==> src/rtl/alu_pkg.sv <==
// rtl/alu_pkg.sv - shared op codes, FSM states and flag bit positions for the ALU arbiter
package alu_pkg;
  localparam logic [2:0] FUN_ADD = 3'b000;
  localparam logic [2:0] FUN_SUB = 3'b001;
  localparam logic [2:0] FUN_AND = 3'b010;
  localparam logic [2:0] FUN_OR  = 3'b011;
  localparam logic [2:0] FUN_NOR = 3'b100;
  localparam logic [2:0] FUN_LSL = 3'b101;
  localparam logic [2:0] FUN_LSR = 3'b110;
  localparam logic [2:0] FUN_ASR = 3'b111;

  localparam int FLAG_N = 3;
  localparam int FLAG_Z = 2;
  localparam int FLAG_C = 1;
  localparam int FLAG_V = 0;

  typedef enum logic [1:0] {
    ST_IDLE = 2'd0,
    ST_EXEC = 2'd1,
    ST_RESP = 2'd2
  } state_t;
endpackage

==> src/rtl/alu_arbiter_if.sv <==
// rtl/alu_arbiter_if.sv - two-requester operation/result handshake bundle
interface alu_arbiter_if;
  logic        r0_valid;
  logic        r0_ready;
  logic [15:0] r0_a;
  logic [15:0] r0_b;
  logic [2:0]  r0_fun;
  logic        r0_rvalid;
  logic        r0_rready;
  logic [16:0] r0_r;
  logic [3:0]  r0_flags;

  logic        r1_valid;
  logic        r1_ready;
  logic [15:0] r1_a;
  logic [15:0] r1_b;
  logic [2:0]  r1_fun;
  logic        r1_rvalid;
  logic        r1_rready;
  logic [16:0] r1_r;
  logic [3:0]  r1_flags;

  modport master (
    output r0_valid, r0_a, r0_b, r0_fun, r0_rready,
    output r1_valid, r1_a, r1_b, r1_fun, r1_rready,
    input  r0_ready, r0_rvalid, r0_r, r0_flags,
    input  r1_ready, r1_rvalid, r1_r, r1_flags
  );

  modport slave (
    input  r0_valid, r0_a, r0_b, r0_fun, r0_rready,
    input  r1_valid, r1_a, r1_b, r1_fun, r1_rready,
    output r0_ready, r0_rvalid, r0_r, r0_flags,
    output r1_ready, r1_rvalid, r1_r, r1_flags
  );
endinterface

==> src/rtl/rr_arb2.sv <==
// rtl/rr_arb2.sv - two-way grant from valids; ties go to whoever was not served last
module rr_arb2 #(
  parameter int FIXED_PRIO = 0
) (
  input  logic [1:0] valid,
  input  logic       last,
  output logic [1:0] grant
);
  always_comb begin
    grant = 2'b00;
    case (valid)
      2'b01:   grant = 2'b01;
      2'b10:   grant = 2'b10;
      2'b11:   grant = ((FIXED_PRIO != 0) || last) ? 2'b01 : 2'b10;
      default: grant = 2'b00;
    endcase
  end
endmodule

==> src/rtl/alu_arbiter.sv <==
// rtl/alu_arbiter.sv - shares one external ALU between two requesters, one op at a time
module alu_arbiter
  import alu_pkg::*;
#(
  parameter int FIXED_PRIO = 0
) (
  input  logic         clk,
  input  logic         rst_n,
  alu_arbiter_if.slave req,
  output logic [15:0]  alu_a,
  output logic [15:0]  alu_b,
  output logic [2:0]   alu_fun,
  input  logic [16:0]  alu_r,
  input  logic         alu_n,
  input  logic         alu_z,
  input  logic         alu_c,
  input  logic         alu_v,
  output logic         busy
);
  state_t      state;
  logic [15:0] op_a;
  logic [15:0] op_b;
  logic [2:0]  op_fun;
  logic        owner;
  logic        last;
  logic [16:0] res_r;
  logic [3:0]  res_flags;
  logic [1:0]  grant;
  logic        resp_taken;

  rr_arb2 #(.FIXED_PRIO(FIXED_PRIO)) u_arb (
    .valid ({req.r1_valid, req.r0_valid}),
    .last  (last),
    .grant (grant)
  );

  assign resp_taken = owner ? req.r1_rready : req.r0_rready;

  always_ff @(posedge clk or negedge rst_n) begin
    if (!rst_n) begin
      state     <= ST_IDLE;
      op_a      <= '0;
      op_b      <= '0;
      op_fun    <= '0;
      owner     <= 1'b0;
      last      <= 1'b1;
      res_r     <= '0;
      res_flags <= '0;
    end else begin
      case (state)
        ST_IDLE: begin
          if (grant != 2'b00) begin
            op_a   <= grant[1] ? req.r1_a   : req.r0_a;
            op_b   <= grant[1] ? req.r1_b   : req.r0_b;
            op_fun <= grant[1] ? req.r1_fun : req.r0_fun;
            owner  <= grant[1];
            state  <= ST_EXEC;
          end
        end
        ST_EXEC: begin
          res_r             <= alu_r;
          res_flags[FLAG_N] <= alu_n;
          res_flags[FLAG_Z] <= alu_z;
          res_flags[FLAG_C] <= alu_c;
          res_flags[FLAG_V] <= alu_v;
          state             <= ST_RESP;
        end
        ST_RESP: begin
          if (resp_taken) begin
            last  <= owner;
            state <= ST_IDLE;
          end
        end
        default: state <= ST_IDLE;
      endcase
    end
  end

  // ready is gated by rst_n so it stays low while reset is held with valids up
  assign req.r0_ready  = rst_n && (state == ST_IDLE) && grant[0];
  assign req.r1_ready  = rst_n && (state == ST_IDLE) && grant[1];
  assign req.r0_rvalid = (state == ST_RESP) && !owner;
  assign req.r1_rvalid = (state == ST_RESP) && owner;
  assign req.r0_r      = res_r;
  assign req.r1_r      = res_r;
  assign req.r0_flags  = res_flags;
  assign req.r1_flags  = res_flags;

  assign alu_a   = op_a;
  assign alu_b   = op_b;
  assign alu_fun = op_fun;
  assign busy    = (state != ST_IDLE);
endmodule

==> src/flat_wrapper.sv <==
// flat-port wrapper written by rule: the top's interface ports become plain ports
module alu_arbiter_flat import alu_pkg::*;
#(
  parameter int FIXED_PRIO = 0
)
  (clk, rst_n, alu_a, alu_b, alu_fun, alu_r, alu_n, alu_z, alu_c, alu_v, busy, req_r0_valid, req_r0_a, req_r0_b, req_r0_fun, req_r0_rready, req_r1_valid, req_r1_a, req_r1_b, req_r1_fun, req_r1_rready, req_r0_ready, req_r0_rvalid, req_r0_r, req_r0_flags, req_r1_ready, req_r1_rvalid, req_r1_r, req_r1_flags);
  alu_arbiter_if req_i ();
  input  logic clk;
  input  logic rst_n;
  output logic [15:0] alu_a;
  output logic [15:0] alu_b;
  output logic [2:0] alu_fun;
  input  logic [16:0] alu_r;
  input  logic alu_n;
  input  logic alu_z;
  input  logic alu_c;
  input  logic alu_v;
  output logic busy;
  input wire logic [$bits(req_i.r0_valid)-1:0] req_r0_valid;
  input wire logic [$bits(req_i.r0_a)-1:0] req_r0_a;
  input wire logic [$bits(req_i.r0_b)-1:0] req_r0_b;
  input wire logic [$bits(req_i.r0_fun)-1:0] req_r0_fun;
  input wire logic [$bits(req_i.r0_rready)-1:0] req_r0_rready;
  input wire logic [$bits(req_i.r1_valid)-1:0] req_r1_valid;
  input wire logic [$bits(req_i.r1_a)-1:0] req_r1_a;
  input wire logic [$bits(req_i.r1_b)-1:0] req_r1_b;
  input wire logic [$bits(req_i.r1_fun)-1:0] req_r1_fun;
  input wire logic [$bits(req_i.r1_rready)-1:0] req_r1_rready;
  output wire logic [$bits(req_i.r0_ready)-1:0] req_r0_ready;
  output wire logic [$bits(req_i.r0_rvalid)-1:0] req_r0_rvalid;
  output wire logic [$bits(req_i.r0_r)-1:0] req_r0_r;
  output wire logic [$bits(req_i.r0_flags)-1:0] req_r0_flags;
  output wire logic [$bits(req_i.r1_ready)-1:0] req_r1_ready;
  output wire logic [$bits(req_i.r1_rvalid)-1:0] req_r1_rvalid;
  output wire logic [$bits(req_i.r1_r)-1:0] req_r1_r;
  output wire logic [$bits(req_i.r1_flags)-1:0] req_r1_flags;
  assign req_i.r0_valid = req_r0_valid;
  assign req_i.r0_a = req_r0_a;
  assign req_i.r0_b = req_r0_b;
  assign req_i.r0_fun = req_r0_fun;
  assign req_i.r0_rready = req_r0_rready;
  assign req_i.r1_valid = req_r1_valid;
  assign req_i.r1_a = req_r1_a;
  assign req_i.r1_b = req_r1_b;
  assign req_i.r1_fun = req_r1_fun;
  assign req_i.r1_rready = req_r1_rready;
  assign req_r0_ready = req_i.r0_ready;
  assign req_r0_rvalid = req_i.r0_rvalid;
  assign req_r0_r = req_i.r0_r;
  assign req_r0_flags = req_i.r0_flags;
  assign req_r1_ready = req_i.r1_ready;
  assign req_r1_rvalid = req_i.r1_rvalid;
  assign req_r1_r = req_i.r1_r;
  assign req_r1_flags = req_i.r1_flags;
  alu_arbiter #(.FIXED_PRIO(FIXED_PRIO)) u_core (.clk(clk), .rst_n(rst_n), .req(req_i), .alu_a(alu_a), .alu_b(alu_b), .alu_fun(alu_fun), .alu_r(alu_r), .alu_n(alu_n), .alu_z(alu_z), .alu_c(alu_c), .alu_v(alu_v), .busy(busy));
endmodule
==> config.mk <==
export PLATFORM = sky130hd
export DESIGN_NAME = alu_arbiter_flat
export DESIGN_NICKNAME = d
export VERILOG_FILES = /design/src/rtl/alu_pkg.sv /design/src/rtl/alu_arbiter_if.sv /design/src/rtl/rr_arb2.sv /design/src/rtl/alu_arbiter.sv /design/src/flat_wrapper.sv
export SDC_FILE = /design/constraint.sdc
export NUM_CORES = 1
export LEC_CHECK = 0
export CAP_MARGIN = 10
export CORE_UTILIZATION = 38
export DETAILED_ROUTE_END_ITERATION = 10
export GPL_ROUTABILITY_DRIVEN = 1
export PLACE_DENSITY = 0.81
export SETUP_SLACK_MARGIN = 0.05
export SYNTH_ARGS = -nofsm -noshare
export SYNTH_HDL_FRONTEND = slang
export SYNTH_HIERARCHICAL = 1
export SYNTH_SLANG_ARGS = --single-unit
==> constraint.sdc <==
create_clock -name clk -period 2.1 [get_ports clk]
set_clock_uncertainty 0.2 [all_clocks]
set_input_delay 0.42 -clock clk [delete_from_list [all_inputs] [get_ports clk]]
set_output_delay 0.42 -clock clk [all_outputs]
set_load 0.03 [all_outputs]
* After elaboration in Yosys (flattened, before gate mapping)
Index checks and enable logic that the tools add are counted.
** Storage, ports and cells
- Register bits after elaboration :: 60
- Logic and storage cells :: 36
- Output and inout bits :: 82
- Bits of input ports :: 97
** Cells by class
- Muxes and demuxes :: 9
- Reductions and logical operators :: 12
- Equality and inequality tests :: 7
** Operators with widths (count)
- 16-bit 2-to-1 mux :: 2
- 2-bit case mux with 3 select lines :: 2
- 2-bit equality test, second input constant :: 3
- 2-bit 2-to-1 mux :: 3
- 2-bit AND reduction :: 3
- 1-bit logical AND :: 5
- 2-bit by 1-bit equality test with 1-bit output, second input constant :: 2
- 2-bit by 1-bit inequality test with 1-bit output, second input constant :: 2
- 2-bit nonzero test :: 2
- 3-bit 2-to-1 mux :: 1
- 2-bit zero test :: 1
- 1-bit zero test :: 1
- 1-bit 2-to-1 mux :: 1

* Longest topological paths before layout
Gate-level depths: netlist (run 1).
- Depth after elaboration :: 5
- Gate-level depth with buffers :: 6
- Depth with buffers taken out :: 4

* Cells and area by module
The synthesis (run 1) kept the hierarchy.
** Modules (own cells, without submodules)
- alu_arbiter :: cells each 200, sequential area each 1502.7 um^2, area an instance 3030.4 um^2, instances 1
- rr_arb2 :: cells each 3, sequential area each 0.0 um^2, area an instance 18.8 um^2, instances 1

* Least setup slack after synthesis (run 1)
OpenSTA, ideal clock, no wires.
- Kind :: input to output
- Start :: in req_r1_valid
- End :: out req_r1_ready
- Required time :: 1.480 ns
- Setup slack :: 0.207 ns
- Cell stages on the path :: 4
- Buffers on the path :: 2
- Data arrival time :: 1.273 ns
- Path through :: a21boi_0 -> buf_6 -> buf_6 -> and3_2
** Between the ends
- Cells in the longest elaborated chain, start to end :: 3
- Elaborated cells between the ends (all ways) :: 5
- Those cells by class :: eq/ne: 3; mux: 1; reduce/logical: 1
** RTL lines
- start, declared :: line flat_wrapper.sv:24 : input wire logic [$bits(req_i.r1_valid)-1:0] req_r1_valid;
- 2-bit equality test or 2-bit by 1-bit equality test with 1-bit output (tied branches) :: line rr_arb2.sv:11 : case (valid)
- 2-bit case mux with 3 select lines (*) :: line rr_arb2.sv:11
- 1-bit logical AND (*) :: line alu_arbiter.sv:81 : assign req.r1_ready = rst_n && (state == ST_IDLE) && grant[1];
- end, declared :: line flat_wrapper.sv:33 : output wire logic [$bits(req_i.r1_ready)-1:0] req_r1_ready;
Mark *: on every way between the ends. The rest lies on a longest branch, timed or not.

* Worst setup path in the final report (run 1)
- Start :: reg u_core.last
- End :: out req_r0_ready
** Between the ends
- Cells in the longest elaborated chain, start to end :: 3
** RTL lines
- start, declared :: line alu_arbiter.sv:25 : logic last;
- start signal, assigned :: line alu_arbiter.sv:70 : last <= owner;
- 2-bit 2-to-1 mux :: line rr_arb2.sv:14 : 2'b11: grant = ((FIXED_PRIO != 0) || last) ? 2'b01 : 2'b10;
- 2-bit case mux with 3 select lines :: line rr_arb2.sv:11
- net u_core.grant[0] :: line alu_arbiter.sv:28 : logic [1:0] grant;
- 1-bit logical AND :: line alu_arbiter.sv:80 : assign req.r0_ready = rst_n && (state == ST_IDLE) && grant[0];
- end, declared :: line flat_wrapper.sv:29 : output wire logic [$bits(req_i.r0_ready)-1:0] req_r0_ready;
The timed path passes the listed nets, and every way through them passes these cells.

==> results of run 1 <==
-- per-stage QoR --
step	util, %	worst slack, ps	power, mW
final	65.7	74.6	8.33
after global routing	65.7	7.26	8.74
after detailed placement	61.9	-238	7.40
after global placement	61.9	-215	7.32
after CTS	64.6	-136	8.40
after floorplan	-	207	5.65
-- sequential cells by signal (all words and copies together), names as in the netlist --
| name | cells |
|---|---|
| u_core/req.r0_flags | 4 |
| u_core/alu_fun | 3 |
| u_core/owner | 1 |
| u_core/last | 1 |
| u_core/alu_a | 16 |
| u_core/req.r0_r | 17 |
| u_core/alu_b | 16 |
| u_core/state | 2 |
-- repair_timing --
action	CTS	global route
pin swaps	0	2
resized for setup	8	20
hold buffers	1	0
hold endpoints to repair	59	0
setup endpoints to repair	5	16
setup buffers	0	6
-- cells by family after synthesis --
| logic type | after synthesis | synth area share [%] |
|---|---|---|
| buffers and inverters | 35 | 10.1 |
| DFF | 60 | 49.3 |
| and+or+nand+nor | 9 | 1.72 |
| muxes | 91 | 37.2 |
| AOI/OAI and AO/OA | 8 | 1.76 |
-- power breakdown --
part,internal (mW),switching [mW],leakage [nW]
sequential,1.77,0.377,0.701
clock,0.550,0.408,0.0986
combinational,2.60,2.62,1.46
-- placed cells by master (no fill, tap or decap), drive strengths merged, types with 2 or more instances in the layout --
master	synthesis	routed
clkdlybuf4s50	0	159
mux2	91	91
dfrtp	59	59
buf	31	21
clkbuf	0	16
dlymetal6s2s	0	12
inv	4	4
o21ai	3	3
nor2	3	3
dlygate4sd2	0	2
and3	2	2
nand2b	2	2
nand2	2	2
a21boi	2	2
-- layer usage --
metal	routed length [um]	vias up	part of all wire [%]
met5	0	-	0
met4	142	0	2.0
met3	511	11	7.1
met2	3690	96	51
met1	2890	1088	40
li1	-	1039	-
-- how the worst min path moves through the flow --
stage / start / endpoint / depth (start not counted)
after floorplan: rst_n / u_core/alu_a[0]$_DFFE_PN0P_ / 0
after global placement: rst_n / u_core/alu_b[9]$_DFFE_PN0P_ / 2
after detailed placement: rst_n / u_core/alu_b[9]$_DFFE_PN0P_ / 2
after CTS: u_core/alu_b[11]$_DFFE_PN0P_ / u_core/alu_b[11]$_DFFE_PN0P_ / 1
after global routing: u_core/alu_a[0]$_DFFE_PN0P_ / u_core/alu_a[0]$_DFFE_PN0P_ / 1
final: u_core/alu_a[0]$_DFFE_PN0P_ / u_core/alu_a[0]$_DFFE_PN0P_ / 1
-- cell type report --
type | instances | area, sq um | area share (%)
timing repair buffer | 197 | 1970 | 38.8
clock inverter | 1 | 5.00 | 0.0986
clock buffer | 14 | 183 | 3.60
multi-input combinational | 108 | 1270 | 25.1
inverter | 4 | 15.0 | 0.296
tap | 102 | 128 | 2.51
sequential | 60 | 1500 | 29.6
==> run metrics, run 1 <==
Arr. time, crit path=1410 ps; clk_lat worst skew=around 320 ps; final WL=7230 um; Final Cell Area=5080 sq um; top cells by count, synth=dfrtp_1, mux2_2, mux2_4; Startpoint Class=flop; slowest CP cell=dfstp_2; top cells by area, synth=dfrtp_1, mux2_4, mux2_2; io pins=179; share of Yosys cell area claimed by the top area cell type=48.4%; Initial DRT Pass Iterations=4; Post-synth EDFFs=0; post-route insts no fill=486; asr flop ratio synth=100%; Tot GR Track Use=17.8%; CTS Root Buffer Type=clkbuf_8; vias in the first global route=between 2,000 and 2,500; syn_nets=300; worst min-delay path category=flop to flop; count leader, synth=dfrtp_1; vias=2,234; unrepaired setup endpoints after global routing=yes; Slowest Stage Delay on Critical Path=570 ps; Final Hold Viols=0; Max VDD drop=between 0.7 and 0.8 mV; GR Util met1=21.2%; initial antenna violation count=0; YS warnings=6; clock-pin slew on the worst setup and hold paths=60 ps; worst setup path start=u_core/last$_DFFE_PN1P_; Final GP Congestion=0.683; min cycle time layout=slightly above 2000 ps; busiest layer in global routing=met2; CP max FO=3; Distinct cells, synth=23; crit path kind=flop to output pin; CP endpoint=req_r0_ready; Starting DRT DRC Count=43; static leakage=2.26 nW; DIE AREA=about 8400 sq um; Antenna Cells=0; core box area=7730 sq um; Area Growth Syn to Fin=66.5%; Starting Density=between 30% and 40%; run status=complete, no violations; CTS tree=yes; global-route wire length before repair=11,600 um; Post-Syn Instances=203; # placed instances=464; Die Y=91.6 um; reg2reg start=u_core/last$_DFFE_PN1P_; Cell Pwr Density=roughly 1600 nW/um^2; Filler cells=578; #FFs+latches synth=60; Critical Path Sink Type=output pin; H-tree depth=3; grt total ovfl=0; placed inst area=roughly 4800 sq um; final worst path period share=between 90 and 100%; share of post-route cells with drive strength above 1=28.1%; CTS sink cnt=60; relative slew slack=70.1%; GR Util met2=29.6%; largest net degree at the start of global routing=36; Top FF cell, synth=dfrtp_1; Netlist Area Pre-Place=3050 sq um; Worst Tran Pin Value=approximately 450 ps; worst reg2reg path endpoint=u_core/alu_b[1]$_DFFE_PN0P_; # rows=32; Crit path depth=4; Pins Over Slew Limit=0; dpl hpwl=between 5000 and 6000 um; via/cell ratio=4.60; DRC Markers=0; crit path buf inv count=2; final setup vio count=0; R2R cell count=5; cts bufs inserted=9; Routed Antenna Nets=0; Critical Path RT=around 1500 ps; nets=477; hold_ws=304 ps; crit path cell chain=inv_2, a21boi_4, and3_4, buf_6; Yosys top cell by area=dfrtp_1; post-route setup TNS=0 ps; r2r setup slk=around 220 ps; Die X=between 90 and 100 um; met3 usage=4.94%; fraction of the yosys area taken by sequential cells=between 40% and 50%; Achievable Freq=between 0.4 and 0.5 GHz; Mean Syn Cell Area=between 15 and 20 sq um; DR WL/cell=14.9 um; maximum root-to-sink buffer count=2; CP delay by family, top=flip-flops; total of max-cap violations=0; Port Buffers=178
Power figures use the tool's default switching activity.
==> run 2, diff against run 1 <==
HOLD_SLACK_MARGIN = 0.12   (was default)
==> results of run 2 <==
No change in the layout: final DEF, timing and power equal those of run 1.
